File: config.mk
export PLATFORM = sky130hd
export DESIGN_NAME = wb_regfile_scoreboard_flat
export DESIGN_NICKNAME = d
export VERILOG_FILES = /design/src/rtl/wb_regfile_scoreboard_if.sv /design/src/rtl/wb_regfile_scoreboard.sv /design/src/flat_wrapper.sv
export SDC_FILE = /design/constraint.sdc
export NUM_CORES = 1
export LEC_CHECK = 0
export CORE_MARGIN = 2
export CORE_UTILIZATION = 40
export CTS_CLUSTER_SIZE = 25
export DETAILED_ROUTE_END_ITERATION = 6
export GPL_TIMING_DRIVEN = 0
export PLACE_DENSITY = 0.59
export SLEW_MARGIN = 30
export SYNTH_ARGS = -nofsm -noshare
export SYNTH_HDL_FRONTEND = slang
export SYNTH_SLANG_ARGS = --single-unit
File: constraint.sdc
create_clock -name clk -period 2.6 [get_ports clk]
set_input_delay 0.52 -clock clk [delete_from_list [all_inputs] [get_ports clk]]
set_output_delay 0.52 -clock clk [all_outputs]
set_load 0.05 [all_outputs]
File: src/rtl/wb_regfile_scoreboard_if.sv
// wb_regfile_scoreboard_if: MEM/WB writeback bus into the register file.
// Signals:
//   adv   pipeline advance strobe (mem_resp), qualifies the rest
//   load  writeback enable (load_regfile)
//   dest  destination register index
//   data  writeback data (regfilemux_out)
// Modports: master drives the bus, slave (register file) consumes it.
interface wb_regfile_scoreboard_if #(
    parameter int IW = 3,
    parameter int DW = 16
);
    logic          adv;
    logic          load;
    logic [IW-1:0] dest;
    logic [DW-1:0] data;
    modport master (output adv, load, dest, data);
    modport slave  (input  adv, load, dest, data);
endinterface

File: src/rtl/wb_regfile_scoreboard.sv
// wb_regfile_scoreboard: LC-3b register file with write-through bypass and per-register in-flight write scoreboard.
// Ports:
//   clk, reset_n         rising-edge clock, asynchronous active-low reset
//   wb                   writeback bus (slave): adv, load, dest, data
//   iss_adv, iss_load    decode-to-execute advance and "writes a register"
//   iss_dest             destination of the instruction leaving decode
//   flush                squash everything younger than MEM/WB
//   src_a, src_b         decode source indices
//   rdata_a, rdata_b     combinational read data with bypass
//   hazard_a, hazard_b   source has an outstanding write not yet visible
//   sb_err               sticky counter overflow/underflow
module wb_regfile_scoreboard #(
    parameter int NUM_REGS     = 8,
    parameter int DATA_W       = 16,
    parameter int MAX_INFLIGHT = 3
) (
    input  logic                        clk,
    input  logic                        reset_n,
    wb_regfile_scoreboard_if.slave      wb,
    input  logic                        iss_adv,
    input  logic                        iss_load,
    input  logic [$clog2(NUM_REGS)-1:0] iss_dest,
    input  logic                        flush,
    input  logic [$clog2(NUM_REGS)-1:0] src_a,
    input  logic [$clog2(NUM_REGS)-1:0] src_b,
    output logic [DATA_W-1:0]           rdata_a,
    output logic [DATA_W-1:0]           rdata_b,
    output logic                        hazard_a,
    output logic                        hazard_b,
    output logic                        sb_err
);
    localparam int IW = $clog2(NUM_REGS);
    localparam int CW = $clog2(MAX_INFLIGHT + 1);
    localparam logic [CW-1:0] CMAX = CW'(MAX_INFLIGHT);
    logic [DATA_W-1:0] regs [NUM_REGS];
    logic [CW-1:0]     cnt  [NUM_REGS];
    logic [NUM_REGS-1:0] err_v;
    logic wb_fire, inc;
    assign wb_fire = wb.adv & wb.load;
    assign inc     = iss_adv & iss_load;
    for (genvar i = 0; i < NUM_REGS; i++) begin : g_reg
        logic [DATA_W-1:0] q;
        logic [CW-1:0]     c;
        logic              inc_i, dec_i;
        // flush drops the same-cycle issue; the MEM/WB retire still writes data
        assign inc_i    = inc & ~flush & (iss_dest == IW'(i));
        assign dec_i    = wb_fire & (wb.dest == IW'(i));
        assign err_v[i] = ~flush & ((inc_i & ~dec_i & (c == CMAX)) | (dec_i & ~inc_i & (c == '0)));
        assign regs[i]  = q;
        assign cnt[i]   = c;
        always_ff @(posedge clk or negedge reset_n) begin
            if (!reset_n) begin
                q <= '0;
                c <= '0;
            end else begin
                if (dec_i) q <= wb.data;
                c <= flush ? '0 :
                     (inc_i == dec_i) ? c :
                     inc_i ? ((c == CMAX) ? c : c + CW'(1)) :
                     ((c == '0) ? c : c - CW'(1));
            end
        end
    end
    always_ff @(posedge clk or negedge reset_n) begin
        if (!reset_n) sb_err <= 1'b0;
        else if (|err_v) sb_err <= 1'b1;
    end
    assign rdata_a = (wb_fire && wb.dest == src_a) ? wb.data : regs[src_a];
    assign rdata_b = (wb_fire && wb.dest == src_b) ? wb.data : regs[src_b];
    // a last outstanding write retiring this cycle is already covered by the bypass
    assign hazard_a = (cnt[src_a] != '0) & ~(wb_fire & (wb.dest == src_a) & (cnt[src_a] == CW'(1)));
    assign hazard_b = (cnt[src_b] != '0) & ~(wb_fire & (wb.dest == src_b) & (cnt[src_b] == CW'(1)));
endmodule

File: src/flat_wrapper.sv
// flat-port wrapper written by rule: the top's interface ports become plain ports
module wb_regfile_scoreboard_flat 
#(
    parameter int NUM_REGS     = 8,
    parameter int DATA_W       = 16,
    parameter int MAX_INFLIGHT = 3
)
  (clk, reset_n, iss_adv, iss_load, iss_dest, flush, src_a, src_b, rdata_a, rdata_b, hazard_a, hazard_b, sb_err, wb_adv, wb_load, wb_dest, wb_data);
  wb_regfile_scoreboard_if wb_i ();
  input  logic clk;
  input  logic reset_n;
  input  logic iss_adv;
  input  logic iss_load;
  input  logic [$clog2(NUM_REGS)-1:0] iss_dest;
  input  logic flush;
  input  logic [$clog2(NUM_REGS)-1:0] src_a;
  input  logic [$clog2(NUM_REGS)-1:0] src_b;
  output logic [DATA_W-1:0] rdata_a;
  output logic [DATA_W-1:0] rdata_b;
  output logic hazard_a;
  output logic hazard_b;
  output logic sb_err;
  input wire logic [$bits(wb_i.adv)-1:0] wb_adv;
  input wire logic [$bits(wb_i.load)-1:0] wb_load;
  input wire logic [$bits(wb_i.dest)-1:0] wb_dest;
  input wire logic [$bits(wb_i.data)-1:0] wb_data;
  assign wb_i.adv = wb_adv;
  assign wb_i.load = wb_load;
  assign wb_i.dest = wb_dest;
  assign wb_i.data = wb_data;
  wb_regfile_scoreboard #(.NUM_REGS(NUM_REGS), .DATA_W(DATA_W), .MAX_INFLIGHT(MAX_INFLIGHT)) u_core (.clk(clk), .reset_n(reset_n), .wb(wb_i), .iss_adv(iss_adv), .iss_load(iss_load), .iss_dest(iss_dest), .flush(flush), .src_a(src_a), .src_b(src_b), .rdata_a(rdata_a), .rdata_b(rdata_b), .hazard_a(hazard_a), .hazard_b(hazard_b), .sb_err(sb_err));
endmodule
==> metrics.yaml <==
status: "complete, no violations"
cts_made_buffers: 17
period_needed_ns: 2.521
p_sw_mw: 2.635
portBuffers: 46
power_density_nw_per_um2: 751.5
num-fill-cells: 1856
path_buf_inv: 4
worst_path_most_repeated_cell: "buf_6"
gr-usage-all-layers: 0.2283
worst_pin_slew_ns: 0.6679
setup_tns_ns: 0
cts_max_level: 4
combPwrFrac: 0.304
ir_worst_vdd_v: 0.0003581
setup_ws_ns: 0.07861
rsz0062_at_grt: "no"
maxSlewViolCount: 0
grt_pass1_vias: 6684
clock_latency_ns: 0.43
arrival_ns: 2.00
yosysWarnings: 0
seqPwrFrac: 0.388
clock.fmax_mhz: 396.6
via_per_inst: 5.866
syn-num-nets: 761
setup_violations: 0
gp_congestion: 0.8210
clk_pin_slew_ns: 0.06
post-place-ws_ns: -1.650
dpl.hpwl_mm: 16.67
drc_errors: 0
ant_nets: 0
fin_skew_ns: 0.004224
post-synth-top-area-cell: "dfrtp_1"
die_w_um: 151.1
ys_ff_latch: 145
synth_area_um2: 8657
start_util: 0.4092
synthToLayoutAreaGrowth_pct: 20.47
num_vias: 6288
final_layout_size_suffix_gt1_frac: 0.4510
timing.final.crit_share: 0.9698
fin_nets: 834
end_kind: "output pin"
synthCells: 710
crit_family: "buffers and inverters"
worstPathMaxFanout: 6
multi_input_area_um2: 4817
overflow: 0
slowest_delay_ns: 0.29
clock_path_buffers: 2
synth_top_area_share: 0.4191
wire_per_inst_um: 23.29
die_area_um2: 22840
syn_avg_cell_area_um2: 12.19
p_leak_nw: 4.335
critPathKind: "in2out"
grt_pass1_wl_mm: 38.41
cts_tree: "built"
cp_data_required_time_ns: 2.08
hold_path_class: "in2async"
maxCapViolCount: 0
dpl.cell_count: 1032
io_pins: 70
drtIter0Drc: 355
synth-edff-count: 0
p_clk_frac: 0.307
synth_area_leaders: "dfrtp_1 (42%), mux4_2 (19%), mux2_2 (15%)"
drt-total-wl_mm: 24.96
slowest_stage: "nor4_4"
grt_max_degree: 87
async_flop_share: 1.000
synth-seq-area-share: 0.4191
antenna_found_initial: 1
crit_chain: "dlygate4sd2_1 > nand2_2 > nor4_4 > buf_6 > bufbuf_16 > nand2_1 > o21ai_2 > buf_6"
ys_dominant_reg_cell: "dfrtp_1"
layout_commonest_cell: "dfrtp_1"
num_rows: 53
ff_latch_area_um2: 3628
p_int_mw: 5.202
fp.dieH_um: 151.1
hold_viol_final: 0
core_um2: 21150
clkSinkCount: 145
root_buffer: "clkbuf_16"
critPathLaunchType: "primary input"
relSlewSlack: 0.5547
switching_share: 0.3363
final_cell_mix: "dfrtp_1 (145), mux2_2 (112), nand2_1 (88)"
synth_cell_types: 38
final_cells: 1072
cts_hold_buf: 0
first_pass_iters: 5
## flip-flops by register name, summed over array words and instances (netlist names)
name           flops
u_core.g.c        16
u_core.sb_err      1
u_core.g.q       128
## power by group through the flow
| stage | logic (mW) | clock network, mW | registers (mW) |
|---|---|---|---|
| CTS | 2.37 | 2.45 | 3.04 |
| finish | 2.39 | 2.41 | 3.04 |
| global route | 2.52 | 2.55 | 3.10 |
| detailed placement | 2.38 | 0 | 3.07 |
| global placement | 2.32 | 0 | 3.01 |
| floorplan | 1.76 | 0 | 2.96 |
## worst register-to-register path, delay by kind of cell, from the launching register on
family | cells | cell delay (ns)
AND/OR/NAND/NOR | 3 | 0.39
flip-flops | 1 | 0.32
buffers and inverters | 1 | 0.29
AO/OA/AOI/OAI | 2 | 0.24
## worst paths after layout
kind / from / end / slack [ns] / cells past startpoint
worst min register to register: u_core.sb_err / u_core.sb_err / 0.50 / 1
worst min-delay path: reset_n / u_core.g_reg[3].c[0] / 0.03 / 1
max in group asynchronous: reset_n / u_core.g_reg[3].q[3] / 1.76 / 2
worst max register to register: u_core.g_reg[7].c[0] / u_core.sb_err / 1.23 / 6
min in group clk: wb_data[9] / u_core.g_reg[1].q[9] / 0.39 / 3
worst max-delay path: wb_load / rdata_b[5] / 0.08 / 8
## per-stage QoR
| stage | util | hold slack (ns) | power (mW) | area [µm²] |
|---|---|---|---|---|
| after floorplan | - | 0.2244 | 4.723 | 8736 |
| after global placement | 0.4510 | 0.4597 | 5.329 | 9540 |
| after detailed placement | 0.4525 | 0.4807 | 5.457 | 9573 |
| after CTS | 0.4882 | 0.03892 | 7.861 | 10330 |
| after global routing | 0.4930 | 0.05744 | 8.174 | 10430 |
| final | 0.4930 | 0.03173 | 7.837 | 10430 |
## kinds of logic (layout without fill, tap and decap cells)
group,Yosys count,after routing,share of synthesized area
compound gates,88,88,0.05449
buf+inv,82,168,0.04307
flops,145,145,0.4191
xor+xnor,6,6,0.006070
mux,216,216,0.3700
simple gates,157,157,0.08412
fa+ha+maj,16,16,0.02312
other cells,0,1,0
## cell usage after synthesis, types with 3 or more instances
| cell type | count |
|---|---|
| dfrtp_1 | 145 |
| mux2_2 | 112 |
| nand2_1 | 89 |
| mux4_2 | 72 |
| o21ai_0 | 53 |
| buf_2 | 40 |
| mux2i_1 | 32 |
| inv_1 | 20 |
| a21oi_1 | 16 |
| ha_1 | 16 |
| nor2_1 | 16 |
| clkbuf_1 | 14 |
| nand3_1 | 12 |
| nor3_1 | 10 |
| nor2b_1 | 8 |
| nand2b_1 | 6 |
| o21ai_1 | 6 |
| xor2_1 | 6 |
| o211ai_1 | 5 |
| buf_1 | 4 |
| nor2_2 | 3 |
| nor2_4 | 3 |
## cell type report
cell class / instances / share of cell area
flip-flops and latches: 145 / 0.3479
clock buffers: 17 / 0.04079
inverters: 21 / 0.007678
multi-input cells: 483 / 0.4619
plain buffers: 59 / 0.04391
diodes: 1 / 0.0002400
clock inverters: 15 / 0.01464
repair buffers: 56 / 0.04991
well taps: 275 / 0.03299
## repair_timing
action	4_1_cts	5_1_grt
endpoints found under the hold margin	0	0
setup endpoints to repair	48	37
pin swaps	4	4
resized for setup	271	34
cloned	1	0
setup buffers	4	4
## metal layers
metal	global-route usage	wire length (µm)	vias to the layer above
met5	0	0	-
met4	0.08645	613	0
met3	0.05060	1271	47
met2	0.3800	12430	189
met1	0.2927	10640	3294
li1	-	-	2758
No activity file was read; power rests on OpenSTA's default activity.
